===== config.mk =====
export PLATFORM = sky130hd
export DESIGN_NAME = sync_fifo_mc_flat
export DESIGN_NICKNAME = d
export VERILOG_FILES = /design/src/rtl/sync_fifo_mc_pkg.sv /design/src/rtl/sync_fifo_mc_if.sv /design/src/rtl/sync_fifo_mc_ctrl.sv /design/src/rtl/sync_fifo_mc.sv /design/src/flat_wrapper.sv
export SDC_FILE = /design/constraint.sdc
export NUM_CORES = 1
export LEC_CHECK = 0
export BUFFER_PORTS_ARGS = -buffer_cell sky130_fd_sc_hd__buf_2
export CORE_UTILIZATION = 50
export DETAILED_ROUTE_END_ITERATION = 12
export MAX_ROUTING_LAYER = met4
export PLACE_DENSITY = 0.66
export SYNTH_ARGS = -nofsm -noshare
export SYNTH_HDL_FRONTEND = slang
export SYNTH_SLANG_ARGS = --single-unit

===== constraint.sdc =====
create_clock -name clk -period 5.3 [get_ports clk]
set_clock_uncertainty 0.2 [all_clocks]
set_input_delay 0.265 -clock clk [delete_from_list [all_inputs] [get_ports clk]]
set_output_delay 0.265 -clock clk [all_outputs]
set_load 0.05 [all_outputs]

===== src/rtl/sync_fifo_mc_pkg.sv =====
// rtl/sync_fifo_mc_pkg.sv - shared constants and helpers for the multi-channel FIFO
package sync_fifo_mc_pkg;

    localparam int DEF_DATA_WIDTH = 8;
    localparam int DEF_FIFO_DEPTH = 16;
    localparam int DEF_NUM_CH     = 4;

    // Channel index width; a single-channel FIFO still carries a 1-bit index.
    function automatic int ch_width(input int num_ch);
        return (num_ch > 1) ? $clog2(num_ch) : 1;
    endfunction

    function automatic int level_lsb(input int ch, input int aw);
        return ch * (aw + 1);
    endfunction

endpackage


===== src/rtl/sync_fifo_mc_if.sv =====
// rtl/sync_fifo_mc_if.sv - write/read/status bundle of the multi-channel FIFO
interface sync_fifo_mc_if
    import sync_fifo_mc_pkg::*;
#(
    parameter int DATA_WIDTH = DEF_DATA_WIDTH,
    parameter int FIFO_DEPTH = DEF_FIFO_DEPTH,
    parameter int NUM_CH     = DEF_NUM_CH
);
    localparam int AW = $clog2(FIFO_DEPTH);
    localparam int CW = ch_width(NUM_CH);

    logic                       wr_en;
    logic [CW-1:0]              wr_ch;
    logic [DATA_WIDTH-1:0]      wr_data;
    logic                       rd_en;
    logic [CW-1:0]              rd_ch;
    logic [DATA_WIDTH-1:0]      rd_data;
    logic                       rd_valid;
    logic [NUM_CH-1:0]          full;
    logic [NUM_CH-1:0]          empty;
    logic [NUM_CH-1:0]          almost_full;
    logic [NUM_CH*(AW+1)-1:0]   level;
    logic                       err_clr;
    logic [NUM_CH-1:0]          wr_ovf;
    logic [NUM_CH-1:0]          rd_udf;

    modport master (
        output wr_en, wr_ch, wr_data, rd_en, rd_ch, err_clr,
        input  rd_data, rd_valid, full, empty, almost_full, level, wr_ovf, rd_udf
    );

    modport slave (
        input  wr_en, wr_ch, wr_data, rd_en, rd_ch, err_clr,
        output rd_data, rd_valid, full, empty, almost_full, level, wr_ovf, rd_udf
    );

endinterface


===== src/rtl/sync_fifo_mc_ctrl.sv =====
// rtl/sync_fifo_mc_ctrl.sv - one channel's pointer pair, status flags and sticky errors
// Sticky wr_ovf/rd_udf exist only when SYNC_FIFO_MC_ERR_EN is defined.
module sync_fifo_mc_ctrl
    import sync_fifo_mc_pkg::*;
#(
    parameter int FIFO_DEPTH = DEF_FIFO_DEPTH,
    parameter int AF_THRESH  = FIFO_DEPTH - 2,
    localparam int AW        = $clog2(FIFO_DEPTH)
) (
    input  logic          clk,
    input  logic          rst_n,
    input  logic          wr_req,
    input  logic          rd_req,
    input  logic          err_clr,
    output logic          wr_acc,
    output logic          rd_acc,
    output logic [AW-1:0] wr_addr,
    output logic [AW-1:0] rd_addr,
    output logic          full,
    output logic          empty,
    output logic          almost_full,
    output logic [AW:0]   level,
    output logic          wr_ovf,
    output logic          rd_udf
);
    localparam logic [AW:0] AF_LEVEL = (AW+1)'(AF_THRESH);

    logic [AW:0] wr_ptr;
    logic [AW:0] rd_ptr;

    always_ff @(posedge clk or negedge rst_n) begin
        if (!rst_n) begin
            wr_ptr <= '0;
            rd_ptr <= '0;
        end else begin
            if (wr_acc) wr_ptr <= wr_ptr + 1'b1;
            if (rd_acc) rd_ptr <= rd_ptr + 1'b1;
        end
    end

    // Flags come from start-of-cycle pointers only, so a same-cycle read never unblocks a write.
    assign empty       = (wr_ptr == rd_ptr);
    assign full        = (wr_ptr[AW] != rd_ptr[AW]) && (wr_ptr[AW-1:0] == rd_ptr[AW-1:0]);
    assign level       = wr_ptr - rd_ptr;
    assign almost_full = (level >= AF_LEVEL);
    assign wr_acc      = wr_req && !full;
    assign rd_acc      = rd_req && !empty;
    assign wr_addr     = wr_ptr[AW-1:0];
    assign rd_addr     = rd_ptr[AW-1:0];

`ifdef SYNC_FIFO_MC_ERR_EN
    always_ff @(posedge clk or negedge rst_n) begin
        if (!rst_n) begin
            wr_ovf <= 1'b0;
            rd_udf <= 1'b0;
        end else if (err_clr) begin
            wr_ovf <= 1'b0;
            rd_udf <= 1'b0;
        end else begin
            if (wr_req && full)  wr_ovf <= 1'b1;
            if (rd_req && empty) rd_udf <= 1'b1;
        end
    end
`else
    logic unused_err_clr;
    assign unused_err_clr = err_clr;
    assign wr_ovf = 1'b0;
    assign rd_udf = 1'b0;
`endif

endmodule


===== src/rtl/sync_fifo_mc.sv =====
// rtl/sync_fifo_mc.sv - single-clock multi-channel FIFO: shared storage, channel decode, read register
module sync_fifo_mc
    import sync_fifo_mc_pkg::*;
#(
    parameter int DATA_WIDTH = DEF_DATA_WIDTH,
    parameter int FIFO_DEPTH = DEF_FIFO_DEPTH,
    parameter int NUM_CH     = DEF_NUM_CH,
    parameter int AF_THRESH  = FIFO_DEPTH - 2
) (
    input  logic           clk,
    input  logic           rst_n,
    sync_fifo_mc_if.slave  bus
);
    localparam int AW = $clog2(FIFO_DEPTH);
    localparam int CW = ch_width(NUM_CH);

    logic [DATA_WIDTH-1:0] mem [NUM_CH*FIFO_DEPTH];

    logic [NUM_CH-1:0] wr_acc, rd_acc;
    logic [NUM_CH-1:0] full_v, empty_v, af_v, ovf_v, udf_v;
    logic [AW-1:0]     wr_addr_a [NUM_CH];
    logic [AW-1:0]     rd_addr_a [NUM_CH];
    logic [AW:0]       level_a   [NUM_CH];
    logic [CW+AW-1:0]  wr_addr, rd_addr;
    logic [DATA_WIDTH-1:0] rd_data_q;
    logic              rd_valid_q;

    // Out-of-range channel indices match no controller, so such requests vanish without side effects.
    for (genvar c = 0; c < NUM_CH; c++) begin : g_ch
        sync_fifo_mc_ctrl #(
            .FIFO_DEPTH (FIFO_DEPTH),
            .AF_THRESH  (AF_THRESH)
        ) u_ctrl (
            .clk         (clk),
            .rst_n       (rst_n),
            .wr_req      (bus.wr_en && (bus.wr_ch == CW'(c))),
            .rd_req      (bus.rd_en && (bus.rd_ch == CW'(c))),
            .err_clr     (bus.err_clr),
            .wr_acc      (wr_acc[c]),
            .rd_acc      (rd_acc[c]),
            .wr_addr     (wr_addr_a[c]),
            .rd_addr     (rd_addr_a[c]),
            .full        (full_v[c]),
            .empty       (empty_v[c]),
            .almost_full (af_v[c]),
            .level       (level_a[c]),
            .wr_ovf      (ovf_v[c]),
            .rd_udf      (udf_v[c])
        );
    end

    always_comb begin
        wr_addr   = '0;
        rd_addr   = '0;
        bus.level = '0;
        for (int c = 0; c < NUM_CH; c++) begin
            if (wr_acc[c]) wr_addr = {CW'(c), wr_addr_a[c]};
            if (rd_acc[c]) rd_addr = {CW'(c), rd_addr_a[c]};
            bus.level[level_lsb(c, AW) +: AW+1] = level_a[c];
        end
    end

    always_ff @(posedge clk) begin
        if (|wr_acc) mem[wr_addr] <= bus.wr_data;
    end

    always_ff @(posedge clk or negedge rst_n) begin
        if (!rst_n) begin
            rd_data_q  <= '0;
            rd_valid_q <= 1'b0;
        end else begin
            rd_valid_q <= |rd_acc;
            if (|rd_acc) rd_data_q <= mem[rd_addr];
        end
    end

    assign bus.rd_data     = rd_data_q;
    assign bus.rd_valid    = rd_valid_q;
    assign bus.full        = full_v;
    assign bus.empty       = empty_v;
    assign bus.almost_full = af_v;
    assign bus.wr_ovf      = ovf_v;
    assign bus.rd_udf      = udf_v;

endmodule

===== src/flat_wrapper.sv =====
// flat-port wrapper written by rule: the top's interface ports become plain ports
module sync_fifo_mc_flat import sync_fifo_mc_pkg::*;
#(
    parameter int DATA_WIDTH = DEF_DATA_WIDTH,
    parameter int FIFO_DEPTH = DEF_FIFO_DEPTH,
    parameter int NUM_CH     = DEF_NUM_CH,
    parameter int AF_THRESH  = FIFO_DEPTH - 2
)
  (clk, rst_n, bus_wr_en, bus_wr_ch, bus_wr_data, bus_rd_en, bus_rd_ch, bus_err_clr, bus_rd_data, bus_rd_valid, bus_full, bus_empty, bus_almost_full, bus_level, bus_wr_ovf, bus_rd_udf);
  sync_fifo_mc_if #(.DATA_WIDTH(DATA_WIDTH), .FIFO_DEPTH(FIFO_DEPTH), .NUM_CH(NUM_CH)) bus_i ();
  input  logic clk;
  input  logic rst_n;
  input wire logic [$bits(bus_i.wr_en)-1:0] bus_wr_en;
  input wire logic [$bits(bus_i.wr_ch)-1:0] bus_wr_ch;
  input wire logic [$bits(bus_i.wr_data)-1:0] bus_wr_data;
  input wire logic [$bits(bus_i.rd_en)-1:0] bus_rd_en;
  input wire logic [$bits(bus_i.rd_ch)-1:0] bus_rd_ch;
  input wire logic [$bits(bus_i.err_clr)-1:0] bus_err_clr;
  output wire logic [$bits(bus_i.rd_data)-1:0] bus_rd_data;
  output wire logic [$bits(bus_i.rd_valid)-1:0] bus_rd_valid;
  output wire logic [$bits(bus_i.full)-1:0] bus_full;
  output wire logic [$bits(bus_i.empty)-1:0] bus_empty;
  output wire logic [$bits(bus_i.almost_full)-1:0] bus_almost_full;
  output wire logic [$bits(bus_i.level)-1:0] bus_level;
  output wire logic [$bits(bus_i.wr_ovf)-1:0] bus_wr_ovf;
  output wire logic [$bits(bus_i.rd_udf)-1:0] bus_rd_udf;
  assign bus_i.wr_en = bus_wr_en;
  assign bus_i.wr_ch = bus_wr_ch;
  assign bus_i.wr_data = bus_wr_data;
  assign bus_i.rd_en = bus_rd_en;
  assign bus_i.rd_ch = bus_rd_ch;
  assign bus_i.err_clr = bus_err_clr;
  assign bus_rd_data = bus_i.rd_data;
  assign bus_rd_valid = bus_i.rd_valid;
  assign bus_full = bus_i.full;
  assign bus_empty = bus_i.empty;
  assign bus_almost_full = bus_i.almost_full;
  assign bus_level = bus_i.level;
  assign bus_wr_ovf = bus_i.wr_ovf;
  assign bus_rd_udf = bus_i.rd_udf;
  sync_fifo_mc #(.DATA_WIDTH(DATA_WIDTH), .FIFO_DEPTH(FIFO_DEPTH), .NUM_CH(NUM_CH), .AF_THRESH(AF_THRESH)) u_core (.clk(clk), .rst_n(rst_n), .bus(bus_i));
endmodule

After elaboration in Yosys (flattened, before gate mapping)
Memories as Yosys holds them, arrays and structs flattened. A register that Yosys moved wholly into a read port is not among the register bits.
Cells that the tools add are included.
{"block": "word_totals", "inputBits": 17, "output_inout_bits": 49, "reg_bits": 41, "romBits": 0, "mem_bits_rw": 512, "latchBits": 0, "memories": 1}
{"block": "op_classes", "addsub": 12, "n_eq_ne": 18, "n_shift": 0, "n_div": 0, "n_mul": 0, "reduce_logical": 33, "bitwise_logic": 0, "order_cmp": 4, "muxes": 10}
{"memory": "u_core.mem", "depth": 64, "width": 8, "rd": 1, "rd_clocked_by_memory_dff": 1, "wr": 1, "line_no": "sync_fifo_mc.sv:17", "text": "logic [DATA_WIDTH-1:0] mem [NUM_CH*FIFO_DEPTH];"}
{"op": "5-bit by 1-bit adder with 5-bit output, second input constant", "count": 8}
{"op": "6-bit two-way mux", "count": 5}
{"op": "5-bit equality test", "count": 4}
{"op": "5-bit by 4-bit greater-or-equal comparator with 1-bit output, second input constant", "count": 4}
{"op": "1-bit logical AND", "count": 20}
{"op": "5-bit subtractor", "count": 4}
{"op": "4-bit equality test", "count": 4}
{"op": "1-bit zero test", "count": 9}
{"op": "2-bit equality test, second input constant", "count": 4}
{"op": "4-bit two-way mux", "count": 2}
{"op": "4-bit OR reduction", "count": 2}
{"op": "5-bit two-way mux", "count": 1}
{"op": "2-bit by 1-bit equality test with 1-bit output, second input constant", "count": 2}
{"op": "2-bit zero test", "count": 2}
{"op": "1-bit inequality test", "count": 4}
{"op": "1-bit two-way mux", "count": 2}

Logic depth before layout (Yosys ltp)
{"block": "logic_depth", "depth_word": 8, "depth_mapped": 16, "mapped_depth_nobuf": 10}

Cells and area by module
A second synthesis with hierarchy kept.
{"block": "unflattened", "hier_cells": 1851, "area_unflattened_um2": 24115.6}
{"mod": "sync_fifo_mc", "cells_each": 1527, "n_inst": 1, "area_each_um2": 20997.6, "seq_area_each_um2": 15600.0}
{"mod": "sync_fifo_mc_ctrl", "cells_each": 81, "n_inst": 4, "area_each_um2": 779.5, "seq_area_each_um2": 250.2}

Worst setup path after synthesis
Ideal clock, no wire load.
{"block": "synth_timing", "kind": "register -> register", "from": "register u_core.g_ch[0].u_ctrl.wr_ptr[2]", "to": "memory u_core.mem[2][0] in the netlist's numbering (enable)", "path_buffers": 1, "stages_incl_launch_ff": 10, "arrival_time_ps": 3200, "synth_period_minus_slack_ps": 3771, "setup_time_ps": 371, "path_slack_ps": 1529, "cell_sequence": "dfrtp_1 > ha_1 > and4_1 > a2111oi_2 > a222oi_1 > inv_1 > mux2i_1 > or3_1 > clkbuf_1 > nor2_1"}
{"block": "synth_between", "elab_chain_len": 8, "word_cells_on_any_way": 11, "cone_classes": "eq/ne: 1; mux: 6; reduce/logical: 4"}
{"element": "start: declaration", "line_no": "sync_fifo_mc_ctrl.sv:28", "text": "logic [AW:0] wr_ptr;"}
{"element": "start signal: assignment", "line_no": "sync_fifo_mc_ctrl.sv:36", "text": "if (wr_acc) wr_ptr <= wr_ptr + 1'b1;"}
{"element": "4-bit equality test", "line_no": "sync_fifo_mc_ctrl.sv:43", "text": "assign full = (wr_ptr[AW] != rd_ptr[AW]) && (wr_ptr[AW-1:0] == rd_ptr[AW-1:0]);"}
{"element": "1-bit logical AND", "line_no": "sync_fifo_mc_ctrl.sv:43"}
{"element": "1-bit zero test", "line_no": "sync_fifo_mc_ctrl.sv:46", "text": "assign wr_acc = wr_req && !full;"}
{"element": "1-bit logical AND", "line_no": "sync_fifo_mc_ctrl.sv:46"}
{"element": "4-bit two-way mux", "line_no": "sync_fifo_mc.sv:57", "text": "if (wr_acc[c]) wr_addr = {CW'(c), wr_addr_a[c]};"}
{"element": "6-bit two-way mux (3 in a row)", "line_no": "sync_fifo_mc.sv:57"}
{"element": "end: declaration", "line_no": "sync_fifo_mc.sv:17"}
Parallel ways exist; a longest one is shown, timed or not.

Worst setup path in the final report
{"block": "layout_timing", "from": "register u_core.g_ch[0].u_ctrl.wr_ptr[0]", "to": "register u_core.rd_data_q[4], in the netlist u_core.bus.rd_data[4] (read register of u_core.mem)"}
{"block": "layout_between", "elab_chain_len": 7, "word_cells_on_any_way": 8, "cone_classes": "eq/ne: 1; mux: 4; reduce/logical: 3"}
{"element": "5-bit equality test (*)", "line_no": "sync_fifo_mc_ctrl.sv:42", "text": "assign empty = (wr_ptr == rd_ptr);"}
{"element": "1-bit zero test (*)", "line_no": "sync_fifo_mc_ctrl.sv:47", "text": "assign rd_acc = rd_req && !empty;"}
{"element": "1-bit logical AND (*)", "line_no": "sync_fifo_mc_ctrl.sv:47"}
{"element": "4-bit two-way mux", "line_no": "sync_fifo_mc.sv:58", "text": "if (rd_acc[c]) rd_addr = {CW'(c), rd_addr_a[c]};"}
{"element": "5-bit two-way mux", "line_no": "sync_fifo_mc.sv:58"}
{"element": "6-bit two-way mux (2 in a row)", "line_no": "sync_fifo_mc.sv:58"}
{"element": "end: declaration", "line_no": "sync_fifo_mc.sv:25", "text": "logic [DATA_WIDTH-1:0] rd_data_q;"}
Mark *: on every way between the ends. The rest lies on a longest branch, timed or not.
A chain may end at the register's enable or synchronous reset.

==> flow_summary_export.csv <==
group,metric,value,unit
yosys,ys.warnings.count,0,
placement,portBuffers,56,
layout,finalNetCount,1790,
cts,post-cts-setup-buffers,0,
critical_path,arrival,4980,ps
timing,drv_slew,0,
global_route,grt_max_degree,73,
timing,period_share,88.87,%
cts,cts_buffers,56,
floorplan,start_util,51.07,%
critical_path,worstSetupEndpointType,"flop",
cts,clockBufferDepth,3,
critical_path,startpoint_type,"flop",
status,status,"finished, final reports clean",
cts,worstSkewPairLatency,620,ps
placement,gp_congestion,0.8911,
yosys,synthSimpleGateAreaFrac,6.904,%
critical_path,path_max_fanout,72,
critical_path,worstSetupPathDepth,10,
cts,clkTransAtPathRegs,70,ps
pwr,power,14200,uW
pwr,power.density,520.5,nW/um^2
floorplan,io_pins,66,
drt,drt_iter0_markers,1762,
drt,antenna_left,0,
pwr,ir_worst_vdd,0.0003923,V
timing,hold_viol,0,
floorplan,num_rows,80,
yosys,synthXorXnorAreaFrac,1.744,%
floorplan,core_area,48050,sq um
yosys,syn_inst,1698,
critical_path,critPathRequiredTime,5570,ps
critical_path,critPathTopFamily,"compound AO/OA/AOI/OAI gates",
global_route,grt_usage,25.20,%
yosys,syn_area,24540,sq um
yosys,synth_area_leaders,"edfxtp_1, dfrtp_1, mux2i_1",
floorplan,fp.dieW,223.5,um
cts,clockRootBuffer,"clkbuf_16",
critical_path,r2r_cells,10,
critical_path,crit_slowest_cell,"a2111oi_0",
drt,vias,15230,
floorplan,die_h,223.5,um
drt,vias_per_cell,6.335,
cts,ctsResizeCount,0,
yosys,synth_top_family_by_area,"compound AO/OA/AOI/OAI gates",
global_route,antenna_found_initial,1,
yosys,ys_ff_latch,561,
yosys,synth_edf_count,512,
drt,drcViolationCount,0,
timing,rsz0062_at_grt,"no",
job,cap_violations,0,
timing,period_minus_slack,4710,ps
yosys,synth_compound_gate_area_share,12.17,%
layout,area_growth,11.17,%
critical_path,rrSetupSlack,590,ps
layout,final_cell_mix,"edfxtp_1, nand2_1, inv_1",
timing,setup_viol,0,
pwr,power.leakage,0.009142,uW
drt,wire_per_inst,25.33,um
placement,hpwl,37.56,mm
timing,worst_slew_pin_slew,1179,ps
global_route,overflow,0,
timing,max_slew_margin,21.42,%
yosys,synthMuxAreaShare,5.583,%
yosys,synthArstFlopShare,8.734,%
timing,finalSetupTns,0,ps
critical_path,critPathKind,"flop to flop",
worst_hold_path,hold_class,"input port to flop",
yosys,yosys.area.top_type,"edfxtp_1",
global_route,grt_pass1_wl,91.56,mm
worst_hold_path,hold_depth,4,
cts,cts.sinks,561,
yosys,yosys.area_share.adder,1.550,%
yosys,synth_cell_types,70,
critical_path,slowest_delay,1010,ps
yosys,avgSynthCellArea,14.45,sq um
drt,drt-pass1-iter-count,5,
yosys,dominantRegCellSynth,"edfxtp_1",
layout,final_common_cell,"edfxtp_1",
drt,wl,60.89,mm
floorplan,die_area,49970,sq um
critical_path,crit_buf_inv,1,
cts,h-tree-depth,2,
timing,fmax,0.2123,GHz
global_route,grt_pass1_vias,14798,
layout,drive_above_1_share,14.82,%
critical_path,cp_cell_sequence,"inv_1, ha_1, and4_1, a2111o_2, and4_4, a2111oi_0, a311oi_1, o31ai_1, a21oi_1, nand4b_1",
cts,cts_tree,"yes",
yosys,synth_top_area_share,62.66,%
yosys,synth_seq_area_share,67.65,%
[what timing repair did]
item	CTS	global route
hold endpoints to repair	56	0
hold buffers	6	0
setup endpoints to repair	0	0
[final cells by class]
cell class,instances,area (sq um)
Sequential cell,561,16600
Timing Repair Buffer,118,785.8
Tap cell,615,769.5
Multi-Input combinational cell,916,6990
Antenna cell,1,2.502
Inverter,92,345.3
Fill cell,3765,20770
Clock buffer,68,1468
Clock inverter,33,316.6
[tightest hold or removal path: cells and delay by family]
kind / cells / cell delay [ps]
buf+inv: 1 / 160
compound gates: 1 / 120
xor+xnor: 1 / 140
simple gates: 1 / 160
[kinds of logic (layout without fill, tap and decap cells)]
logic type | Yosys count | count (layout)
flip-flops | 561 | 561
XOR/XNOR | 48 | 48
AND/OR/NAND/NOR | 351 | 351
buffers and inverters | 228 | 311
adder cells (fa/ha/maj) | 28 | 28
other | 1 | 9
AO/OA/AOI/OAI | 376 | 376
multiplexers | 105 | 105
[metal layers]
layer	global-route usage (%)	vias to the layer above	share of wire, %
met3	5.194	90	7.8
li1	-	6802	-
met1	34.28	7680	42
met4	7.247	0	2.5
met2	38.58	658	47
met5	-	-	0
[registers in the layout, summed over array words and instances, names as in the netlist]
register,cells
u_core.mem,512
u_core.g_ch.u_ctrl.rd_ptr,20
u_core.g_ch.u_ctrl.wr_ptr,20
u_core.bus.rd_data,8
u_core.bus.rd_valid,1
[report_power, final]
part           switching, uW  internal (uW)
clock network           1640           2250
registers                230           5060
logic                   3540           1470
[through the flow]
stage          hold slack, ps  util, %  instance area [sq um]  std cells  worst slack, ps
6_report                87.39    56.78                  27280       2404            589.9
4_1_cts                 62.50    56.77                  27280       2403            641.3
3_5_place_dp            244.3    52.93                  25430       2296            684.7
5_1_grt                 99.21    56.78                  27280       2404            262.8
2_1_floorplan          -230.6        -                  24560       1705             1529
3_3_place_gp            228.9    52.93                  25430       2296            720.8
[cells in the mapped netlist, types with 10 or more instances]
library cell and count:
a2111oi_0 57, a211oi_1 36, a21o_1 11, a21oi_1 27, a221oi_1 28, a311oi_1 30
a41oi_1 62, and2_1 23, and3_1 21, buf_2 30, buf_4 30, clkbuf_1 60
dfrtp_1 49, edfxtp_1 512, ha_1 24, inv_1 92, mux2_2 25, mux2i_1 57
mux4_2 23, nand2_1 123, nand3_1 33, nand4_1 13, nor2_1 85, o211ai_1 11
o21ai_0 40, xnor2_1 37, xor2_1 10
[worst paths after layout]
| kind | from | to |
|---|---|---|
| max in group asynchronous | rst_n | u_core.g_ch[1].u_ctrl.rd_ptr[3]$_DFFE_PN0P_ |
| hold reg to reg | u_core.g_ch[1].u_ctrl.rd_ptr[2]$_DFFE_PN0P_ | u_core.g_ch[1].u_ctrl.rd_ptr[2]$_DFFE_PN0P_ |
| hold / removal | bus_rd_en | u_core.g_ch[0].u_ctrl.rd_ptr[0]$_DFFE_PN0N_ |
| setup reg to reg | u_core.g_ch[0].u_ctrl.wr_ptr[0]$_DFFE_PN0N_ | u_core.bus.rd_data[4]$_DFFE_PN0P_ |
| min in group asynchronous | rst_n | u_core.g_ch[3].u_ctrl.wr_ptr[3]$_DFFE_PN0P_ |
| setup / recovery | u_core.g_ch[0].u_ctrl.wr_ptr[0]$_DFFE_PN0N_ | u_core.bus.rd_data[4]$_DFFE_PN0P_ |
Power figures use the tool's default switching activity.
